--- src/rtl/square_channel_gen.sv ---
// square_channel_gen: GBC pulse channel with its own frame sequencer, length, envelope, timer and duty.
// Define SQUARE_SWEEP_EN to build channel 1 (frequency sweep on NRx0); undefined builds channel 2.
module square_channel_gen #(
    parameter int CLKS_PER_512HZ = 64453,
    parameter int TIMER_PRESCALE = 32,
    parameter int LEN_W          = 6,
    parameter int VOL_W          = 4
) (
    input  logic             I_CLK_33MHZ,
    input  logic             I_RESET,
    input  logic [2:0]       I_REG_SEL,
    input  logic [7:0]       I_REG_DATA,
    input  logic             I_REG_WE,
    output logic [VOL_W-1:0] O_SAMPLE,
    output logic             O_ENABLED,
    output logic [2:0]       O_FRAME_STEP
);
    localparam int DIV_W = $clog2(CLKS_PER_512HZ + 1);
    localparam int PRE_W = $clog2(TIMER_PRESCALE + 1);
    localparam logic [LEN_W:0] LEN_MAX = {1'b1, {LEN_W{1'b0}}};
    localparam logic [VOL_W-1:0] VOL_MAX = '1;

    logic [DIV_W-1:0] div;
    logic [2:0]       step_nxt;
    logic             frame_tick, len_tick, env_tick;
    logic [PRE_W-1:0] pre;
    logic             pre_pulse;
    logic [1:0]       duty;
    logic [LEN_W:0]   len_cnt;
    logic             len_en, len_dec;
    logic [3:0]       init_vol;
    logic             env_up;
    logic [2:0]       env_period, env_cnt;
    logic             dac_en;
    logic [10:0]      freq, freq_new;
    logic [11:0]      timer;
    logic [2:0]       pos;
    logic [VOL_W-1:0] vol;
    logic [7:0]       duty_pat;
    logic             duty_bit;
    logic             wr_nr1, wr_nr2, wr_nr3, wr_nr4, trigger;

    assign frame_tick = div == DIV_W'(CLKS_PER_512HZ - 1);
    assign step_nxt   = O_FRAME_STEP + 3'd1;
    assign len_tick   = frame_tick & ~step_nxt[0];
    assign env_tick   = frame_tick & (step_nxt == 3'd7);
    assign pre_pulse  = pre == PRE_W'(TIMER_PRESCALE - 1);

    assign wr_nr1   = I_REG_WE & (I_REG_SEL == 3'd1);
    assign wr_nr2   = I_REG_WE & (I_REG_SEL == 3'd2);
    assign wr_nr3   = I_REG_WE & (I_REG_SEL == 3'd3);
    assign wr_nr4   = I_REG_WE & (I_REG_SEL == 3'd4);
    assign trigger  = wr_nr4 & I_REG_DATA[7];
    assign freq_new = {I_REG_DATA[2:0], freq[7:0]};
    // a register write or trigger owns the length counter in its cycle
    assign len_dec  = len_tick & len_en & (len_cnt != '0) & ~wr_nr1 & ~trigger;

    always_comb begin
        duty_pat = duty == 2'd0 ? 8'b00000001 :
                   duty == 2'd1 ? 8'b10000001 :
                   duty == 2'd2 ? 8'b10000111 : 8'b01111110;
        duty_bit = duty_pat[3'd7 - pos];
    end

`ifdef SQUARE_SWEEP_EN
    logic [2:0]  sweep_period, shift;
    logic        negate;
    logic [10:0] shadow;
    logic [3:0]  sweep_cnt, sweep_reload;
    logic [11:0] calc_tick, calc_trig;
    logic        wr_nr0, sweep_tick;

    function automatic logic [11:0] sweep_calc(input logic [10:0] base, input logic neg, input logic [2:0] sh);
        logic [11:0] d;
        d = {1'b0, base >> sh};
        return neg ? {1'b0, base} - d : {1'b0, base} + d;
    endfunction

    assign wr_nr0       = I_REG_WE & (I_REG_SEL == 3'd0);
    assign sweep_tick   = frame_tick & (step_nxt[1:0] == 2'b10);
    assign sweep_reload = sweep_period == 3'd0 ? 4'd8 : {1'b0, sweep_period};
    assign calc_tick    = sweep_calc(shadow, negate, shift);
    assign calc_trig    = sweep_calc(freq_new, negate, shift);
`endif

    always_ff @(posedge I_CLK_33MHZ) begin
        if (I_RESET) begin
            div          <= '0;
            O_FRAME_STEP <= '0;
            pre          <= '0;
        end else begin
            div          <= frame_tick ? '0 : div + 1'b1;
            O_FRAME_STEP <= frame_tick ? step_nxt : O_FRAME_STEP;
            pre          <= pre_pulse ? '0 : pre + 1'b1;
        end
    end

    always_ff @(posedge I_CLK_33MHZ) begin
        if (I_RESET) begin
            duty       <= '0;
            len_cnt    <= '0;
            len_en     <= 1'b0;
            init_vol   <= '0;
            env_up     <= 1'b0;
            env_period <= '0;
            env_cnt    <= '0;
            dac_en     <= 1'b0;
            freq       <= '0;
            timer      <= '0;
            pos        <= '0;
            vol        <= '0;
            O_ENABLED  <= 1'b0;
            O_SAMPLE   <= '0;
`ifdef SQUARE_SWEEP_EN
            sweep_period <= '0;
            negate       <= 1'b0;
            shift        <= '0;
            shadow       <= '0;
            sweep_cnt    <= '0;
`endif
        end else begin
            if (pre_pulse) begin
                timer <= timer <= 12'd1 ? 12'd2048 - {1'b0, freq} : timer - 12'd1;
                pos   <= timer <= 12'd1 ? pos + 3'd1 : pos;
            end
            if (len_dec) begin
                len_cnt <= len_cnt - 1'b1;
                if (len_cnt == 1) O_ENABLED <= 1'b0;
            end
            if (env_tick && env_period != 3'd0) begin
                env_cnt <= env_cnt <= 3'd1 ? env_period : env_cnt - 3'd1;
                if (env_cnt <= 3'd1 && env_up && vol != VOL_MAX) vol <= vol + 1'b1;
                if (env_cnt <= 3'd1 && !env_up && vol != '0) vol <= vol - 1'b1;
            end
`ifdef SQUARE_SWEEP_EN
            if (sweep_tick) begin
                sweep_cnt <= sweep_cnt <= 4'd1 ? sweep_reload : sweep_cnt - 4'd1;
                if (sweep_cnt <= 4'd1 && sweep_period != 3'd0) begin
                    if (calc_tick[11]) O_ENABLED <= 1'b0;
                    else if (shift != 3'd0) begin
                        shadow <= calc_tick[10:0];
                        freq   <= calc_tick[10:0];
                    end
                end
            end
            if (wr_nr0) begin
                sweep_period <= I_REG_DATA[6:4];
                negate       <= I_REG_DATA[3];
                shift        <= I_REG_DATA[2:0];
            end
`endif
            if (wr_nr1) begin
                duty    <= I_REG_DATA[7:6];
                len_cnt <= LEN_MAX - {1'b0, I_REG_DATA[LEN_W-1:0]};
            end
            if (wr_nr2) begin
                init_vol   <= I_REG_DATA[7:4];
                env_up     <= I_REG_DATA[3];
                env_period <= I_REG_DATA[2:0];
                dac_en     <= |I_REG_DATA[7:3];
                if (I_REG_DATA[7:3] == 5'd0) O_ENABLED <= 1'b0;
            end
            if (wr_nr3) freq[7:0] <= I_REG_DATA;
            if (wr_nr4) begin
                freq[10:8] <= I_REG_DATA[2:0];
                len_en     <= I_REG_DATA[6];
            end
            if (trigger) begin
                O_ENABLED <= dac_en;
                if (len_cnt == '0) len_cnt <= len_tick && I_REG_DATA[6] ? LEN_MAX - 1'b1 : LEN_MAX;
                timer   <= 12'd2048 - {1'b0, freq_new};
                pos     <= '0;
                vol     <= VOL_W'(init_vol);
                env_cnt <= env_period;
`ifdef SQUARE_SWEEP_EN
                shadow    <= freq_new;
                sweep_cnt <= sweep_reload;
                if (shift != 3'd0 && calc_trig[11]) O_ENABLED <= 1'b0;
`endif
            end
            O_SAMPLE <= O_ENABLED && duty_bit ? vol : '0;
        end
    end
endmodule

--- config.mk ---
export PLATFORM = sky130hd
export DESIGN_NAME = square_channel_gen
export DESIGN_NICKNAME = d
export VERILOG_FILES = /design/src/rtl/square_channel_gen.sv
export SDC_FILE = /design/constraint.sdc
export NUM_CORES = 1
export LEC_CHECK = 0
export ABC_AREA = 1
export CELL_PAD_IN_SITES_DETAIL_PLACEMENT = 1
export CELL_PAD_IN_SITES_GLOBAL_PLACEMENT = 1
export CORE_AREA = 2 2 105 107
export CTS_BUF_LIST = sky130_fd_sc_hd__clkbuf_4 sky130_fd_sc_hd__clkbuf_8
export DETAILED_ROUTE_END_ITERATION = 12
export DIE_AREA = 0 0 107 109
export PLACE_DENSITY = 0.88
export SYNTH_ARGS = -nofsm -noshare
export SYNTH_HDL_FRONTEND = slang
export SYNTH_SLANG_ARGS = --single-unit
--- constraint.sdc ---
create_clock -name I_CLK_33MHZ -period 3.5 [get_ports I_CLK_33MHZ]
set_input_delay 1.05 -clock I_CLK_33MHZ [delete_from_list [all_inputs] [get_ports I_CLK_33MHZ]]
set_output_delay 1.05 -clock I_CLK_33MHZ [all_outputs]
set_load 0.02 [all_outputs]
-- After elaboration in Yosys (flattened, before gate mapping)
Index checks and enable logic that the tools add are counted.
- register bits after elaboration: 82
- output and inout port bits: 8
- add/sub/neg operators: 13
- $lt $le $gt $ge: 3
- equal/unequal tests: 11
- multiplexer cells: 25
- bitwise gates (word level): 15
- reductions and logical operators: 24
- operators by type and width (cell ; number):
    $mux 12 ; 3
    $mux 7 ; 5
    $mux 8 ; 3
    $sub 12x11->12 const A ; 2
    $add 16x1->16 const B ; 1
    $eq 16x16->1 const B ; 1
    $mux 4 ; 4
    $le 12x1->1 const B ; 1
    $sub 12x1->12 const B ; 1
    $and 1x1->1 ; 11
    $mux 3 ; 3
    $reduce_or 2->1 ; 4
    $eq 7x1->1 const B ; 1
    $logic_and 1x1->1 ; 7
    $logic_not 7->1 ; 1
    $reduce_bool 7->1 ; 1
    $sub 7x1->7 const B ; 1
    $sub 7x6->7 const A ; 1
    $add 3x1->3 const B ; 2
    $add 6x1->6 const B ; 1
    $eq 3x2->1 const B ; 2
    $eq 3x3->1 const B ; 2
    $eq 6x5->1 const B ; 1
    $mux 1 ; 6
    other kinds (20) ; 26

-- Logic depth before layout (Yosys ltp)
Gate-level depths: netlist of the first run.
- word-level depth: 11
- mapped depth: 16
- mapped depth without buffers: 16

-- Worst setup path after synthesis of the first run
No wires, ideal clock.
- path type: input to register
- start: input port I_REG_SEL[1]
- end: register timer[10]
- arrival: 2.023 ns
- slack: 1.407 ns
- stages: 11
- path through: inv_1 > nand2_2 > inv_2 > nand3_4 > inv_2 > nand2_4 > buf_6 > buf_6 > nor3_2 > nor2_1 > a21oi_1
- longest elaborated chain between the ends: 4
- elaborated cells on any way between the ends: 5
- classes of those cells: eq/ne (1); mux (1); bitwise (2); reduce/logical (1)
- ends and longest elaborated chain (item ; RTL line ; source):
    start, declared ; 11 ; input logic [2:0] I_REG_SEL,
    $eq 3x3->1 * ; 52 ; assign wr_nr4 = I_REG_WE & (I_REG_SEL == 3'd4);
    $and 1x1->1 * ; 52 ;
    $and 1x1->1 * ; 53 ; assign trigger = wr_nr4 & I_REG_DATA[7];
    $mux 12 or $reduce_bool 2->1 (tied branches) ; -- ;
    end signal, assigned ; 123 ; timer <= timer <= 12'd1 ? 12'd2048 - {1'b0, freq} : timer - 12'd1;
    end signal, assigned ; 171 ; timer <= 12'd2048 - {1'b0, freq_new};
    end, declared ; 36 ; logic [11:0] timer;
Mark *: on every way between the ends. The rest lies on a longest branch, timed or not.
A chain may end at the register's enable or synchronous reset.

-- Final worst setup path of the first run
- start: input port I_REG_SEL[1]
- end: register timer[2]
Same word-level chain as after synthesis.

==> results of run 1 <==
## area by class of cell
class	count	share of cell area (%)
Multi-Input combinational cell	483	49.2
Clock buffer	11	2.92
Clock inverter	5	1.01
Timing Repair Buffer	25	4.64
Tap cell	140	3.38
Sequential cell	82	31.7
Inverter	98	7.15
## power breakdown
| group | total (mW) | switching, mW | internal, mW |
|---|---|---|---|
| Sequential | 0.971 | 0.0184 | 0.953 |
| Clock | 0.724 | 0.359 | 0.365 |
| Combinational | 0.268 | 0.174 | 0.0943 |
## sequential cells by signal, indices dropped and copies added (netlist names), 4 cells and up
| register | cells |
|---|---|
| O_SAMPLE | 4 |
| div | 16 |
| freq | 11 |
| init_vol | 4 |
| len_cnt | 7 |
| pre | 6 |
| timer | 12 |
| vol | 4 |
## worst paths after layout
kind	to	slack, ps	cells after the start
min reg2reg	pre[0]	450	1
max	timer[2]	750	12
max reg2reg	vol[1]	1380	14
min	pre[0]	450	1
## metrics by stage
stage | cells | hold WS, ps
floorplan | 678 | 418
global placement | 828 | 429
detailed placement | 828 | 448
CTS | 844 | 461
global route | 844 | 498
finish | 844 | 454
## synthesized netlist by cell type (all sizes together)
cell,count
nand2,131
nor2,98
inv,97
dfxtp,82
nand3,60
o21ai,55
a21oi,52
ha,19
nand4,12
nor3,10
buf,9
o211ai,9
xor2,9
xnor2,7
clkbuf,6
nor3b,5
or2,4
a31oi,2
nand3b,2
nor4,2
a21o,1
and3,1
clkinv,1
o21a,1
o21bai,1
o221ai,1
o31a,1
## routing by layer
metal	vias to the layer above	global-route usage (%)	part of all wire [%]
met5	-	0	0
met4	0	9.65	2.7
met1	2116	28.8	47
met2	62	38.9	47
li1	2239	-	-
met3	23	3.35	3.2
## cell families (layout without fill, tap and decap cells)
family | count (synthesis) | after routing | synth area share [%]
DFF | 82 | 82 | 35.3
adders and majority gates | 19 | 19 | 5.11
and+or+nand+nor | 325 | 325 | 32.4
buffers and inverters | 113 | 139 | 9.93
AOI/OAI and AO/OA | 123 | 123 | 14.2
xor gates and xnor gates | 16 | 16 | 3.01
==> results.py, run 1 <==
metrics = {
    "critical_path": {
        "crit_path_start_kind": "primary input",
        "r2r-start": "env_cnt[1]",
        "cp_max_fo": 33,
        "cp_num_buf_inv": 6,
        "cp.required_ps": 3750,
        "max_stage_delay_ps": 470,
        "crit_top_cell": "inv_1",
        "crit_path_end_kind": "register",
        "crit_family": "buffers and inverters",
        "worstSetupPathType": "in2reg",
        "arrival_ps": 3010,
        "crit_start": "I_REG_SEL[1]",
        "critPathSlowestCell": "clkdlybuf4s50_1",
        "critical_path.cell_chain": "clkdlybuf4s50_1, inv_1, nand2_2, inv_2, nand3_4, inv_2, nand2_4, nand2_2, inv_1, nand2_1, o211ai_1, inv_1",
    },
    "layout": {
        "layout_commonest_cell": "nand2_1",
        "num_antenna_cells": 0,
        "final_cell_mix": "nand2_1, inv_1, nor2_1",
        "n_fill_cell": 1392,
        "nets": 732,
        "syn2layout_area_growth_pct": 11.4,
        "fin_area_sq_um": 5180,
        "multiInputGateArea_sq_um": 2550,
        "drive_gt1_share_pct": 8.10,
        "regArea_sq_um": 1640,
        "post-route-util_pct": 48.8,
    },
    "timing": {
        "fmax_mhz": 363,
        "worst_pin_slew_ps": 764,
        "rsz0062_at_grt": "false",
        "clock_skew_ps": 9.95,
        "setup_viol": 0,
        "period_needed_ps": 2750,
        "fin_crit_sh_pct": 78.7,
        "fin_setup_tns_ps": 0,
        "hold_violations": 0,
        "max_slew_margin_pct": 48.9,
        "slew_viol_final": 0,
        "fin_ws_ps": 747,
    },
    "clocking": {
        "ctsLongestPathBuffers": 2,
        "post_cts_buffers": 0,
        "cts-root-buf": "clkbuf_8",
        "ctsHoldBuffers": 0,
        "post_cts_resized": 0,
        "cts_tree": "done",
        "htree_levels": 3,
        "clk_latency_ps": 360,
        "clk_pin_slew_ps": 80,
        "cts_buffers": 9,
        "clkSinkCount": 82,
    },
    "place": {
        "place_congestion": 0.880,
        "dp_hpwl_mm": 9.48,
        "post_dp_cell_area_sq_um": 4970,
        "port_buffers": 21,
        "dp_slack_ps": 382,
    },
    "synth": {
        "ys_ff_latch": 82,
        "synth_top_area_share_pct": 35.3,
        "syn_nets": 711,
        "synth_cell_types": 41,
        "yosysSeqAreaShare_pct": 35.3,
        "ys_warn_count": 0,
        "avgSynthCellArea_sq_um": 6.86,
        "synth_cells": 678,
        "synthTopCellsByArea": "dfxtp_1, nand2_1, inv_1, nor2_1, nand3_1",
        "syn_area_sq_um": 4650,
        "synth_top_area_cell": "dfxtp_1",
    },
    "grt": {
        "grt_pass1_wl_mm": 21.0,
        "grt_max_degree": 51,
        "antenna_found_initial": 0,
        "grtUsageTotal_pct": 22.8,
        "grt-ovfl-total": 0,
        "grt_pass1_vias": 4446,
    },
    "die": {
        "floorplan.initialDensity_pct": 43.9,
        "rows": 38,
        "die_x_um": 107,
        "die_height_um": 109,
        "die_area_sq_um": 11700,
        "core_sq_um": 10600,
        "pin_count": 22,
    },
    "run": {
        "maxCapViolations": 0,
    },
    "route": {
        "dr.first_iter.drc_count": 165,
        "wl_per_cell_um": 15.1,
        "drt_wl_total_mm": 12.7,
        "drc": 0,
        "vias": 4440,
        "drt.antenna.violating_nets": 0,
        "drt_pass1_iterations": 4,
        "via_per_inst": 5.26,
    },
    "pwr": {
        "p_leak_nw": 2.33,
        "peakVddDrop_mv": 0.183,
        "power_mw": 1.96,
        "power_density_nw_per_um2": 379,
    },
    "min_path": {
        "hold_class": "reg2reg",
        "worstHoldStart": "pre[0]",
    },
    "outcome": {
        "outcome": "complete, no violations",
    },
}
No activity file was read; power rests on OpenSTA's default activity.
==> run 2: changes to the inputs <==
Clock period 3.5 ns to 2.7 ns, I/O delays scaled along.
==> results.py, run 2 (synthesis results as in run 1) <==
metrics = {
    "outcome": {
        "outcome": "complete, no violations",
    },
    "layout": {
        "n_fill_cell": 1410,
        "largest_reg_flops": 16,
        "syn2layout_area_growth_pct": 13.5,
        "top_register": "div",
        "layout_commonest_cell": "nand2_1",
        "largestRegisters": "div x16, timer x12, freq x11",
        "drive_gt1_share_pct": 9.38,
        "num_antenna_cells": 0,
        "final_cell_mix": "nand2_1, inv_1, nor2_1",
        "nets": 743,
    },
    "route": {
        "drc": 0,
        "drt.antenna.violating_nets": 0,
        "dr.first_iter.drc_count": 310,
        "via_per_inst": 5.42,
        "drt_pass1_iterations": 4,
        "drt_wl_total_mm": 14.0,
        "wl_per_cell_um": 16.4,
        "vias": 4626,
    },
    "timing": {
        "hold_violations": 0,
        "fin_crit_sh_pct": 90.5,
        "worst_pin_slew_ps": 694,
        "max_slew_margin_pct": 53.4,
        "fin_hold_ws_ps": 456,
        "setup_viol": 0,
        "slew_viol_final": 0,
        "fin_setup_tns_ps": 0,
        "fmax_mhz": 409,
        "period_needed_ps": 2440,
        "clock_skew_ps": 11.0,
        "rsz0062_at_grt": "false",
    },
    "critical_path": {
        "crit_path_end_kind": "register",
        "crit_path_start_kind": "primary input",
        "arrival_ps": 2740,
        "reg2regPathDepth": 14,
        "worstSetupPathType": "in2reg",
        "cp.required_ps": 2990,
        "cp_max_fo": 12,
    },
    "grt": {
        "grt_max_degree": 51,
        "grtUsageTotal_pct": 24.5,
        "met1_usage_pct": 27.8,
        "met3_usage_pct": 4.06,
        "antenna_found_initial": 0,
        "grt-ovfl-total": 0,
        "grt_util_met2_pct": 46.5,
        "grt_pass1_vias": 4839,
        "grt_pass1_wl_mm": 22.5,
        "busiest_layer": "met2",
    },
    "clocking": {
        "cts-root-buf": "clkbuf_8",
        "clk_latency_ps": 360,
        "post_cts_buffers": 0,
        "clkSinkCount": 82,
        "ctsHoldBuffers": 0,
        "cts_buffers": 9,
        "cts_tree": "done",
        "post_cts_resized": 0,
        "htree_levels": 3,
        "ctsLongestPathBuffers": 2,
        "clk_pin_slew_ps": 80,
    },
    "place": {
        "place_congestion": 0.836,
        "dp_hpwl_mm": 10.2,
        "port_buffers": 21,
    },
    "pwr": {
        "p_seq_share_pct": 48.2,
        "peakVddDrop_mv": 0.274,
        "clock_power_share_pct": 37.4,
        "pwr-share-comb_pct": 14.3,
        "power_density_nw_per_um2": 494,
        "swShare_pct": 28.1,
        "p_leak_nw": 2.40,
        "power.internal_mw": 1.88,
        "switchingPower_mw": 0.734,
    },
    "die": {
        "floorplan.initialDensity_pct": 43.9,
        "die_area_sq_um": 11700,
        "pin_count": 22,
        "core_sq_um": 10600,
        "die_height_um": 109,
        "die_x_um": 107,
        "rows": 38,
    },
    "min_path": {
        "hold_class": "reg2reg",
        "whs_path_depth": 1,
    },
    "run": {
        "maxCapViolations": 0,
    },
}
==> run 2: area by class of cell <==
type / count / area [sq um] / area share [%]
clock buffers: 13 / 173 / 3.27
clock inverters: 2 / 35.0 / 0.664
inverters: 98 / 370 / 7.02
multi-input cells: 483 / 2550 / 48.3
flip-flops and latches: 82 / 1640 / 31.1
well taps: 140 / 175 / 3.32
repair buffers: 36 / 335 / 6.35
==> run 2: worst max-delay path, stage by stage <==
cell and delay (ps):
clkdlybuf4s50_1 550, inv_1 70, nand2_2 70, nor2_2 90, nor2_2 90, nand2_1 80, nor2_2 390, nand2_1 150
nand2_1 90, nand2_1 70, nand2_1 80, nand2_1 70, a21oi_1 130
==> run 2: path summary, 6_finish.rpt <==
path / startpoint / endpoint / slack [ps]
setup / recovery: I_REG_SEL[2] / len_cnt[0] / 260
hold / removal: pre[0] / pre[0] / 460
setup reg to reg: env_cnt[1] / vol[1] / 540
hold reg to reg: pre[0] / pre[0] / 460
==> run 2: layer usage <==
| metal | part of all wire (%) | up-vias | wire, um |
|---|---|---|---|
| li1 | - | 2261 | - |
| met1 | 44 | 2275 | 6100 |
| met2 | 52 | 69 | 7250 |
| met3 | 2.8 | 21 | 385 |
| met4 | 1.8 | 0 | 258 |
| met5 | 0 | - | 0 |
==> run 2: power by group through the flow <==
| stage | Sequential (mW) | Clock, mW | Combinational (mW) |
|---|---|---|---|
| after global placement | 1.28 | 0 | 0.342 |
| after CTS | 1.26 | 0.980 | 0.372 |
| final | 1.26 | 0.976 | 0.374 |
| after floorplan | 1.28 | 0 | 0.248 |
| after global routing | 1.26 | 1.03 | 0.417 |
| after detailed placement | 1.29 | 0 | 0.360 |
==> run 2: metrics by stage <==
| stage | instances | instance area (sq um) | setup WS, ps | total power [mW] | util [%] |
|---|---|---|---|---|---|
| final | 854 | 5280 | 257 | 2.61 | 49.8 |
| after global routing | 854 | 5280 | 35.0 | 2.71 | 49.8 |
| after CTS | 854 | 5280 | 277 | 2.61 | 49.8 |
| after detailed placement | 839 | 5070 | -85.2 | 1.65 | 47.8 |
| after global placement | 839 | 5070 | 96.8 | 1.63 | 47.8 |
| after floorplan | 678 | 4650 | 847 | 1.53 | - |
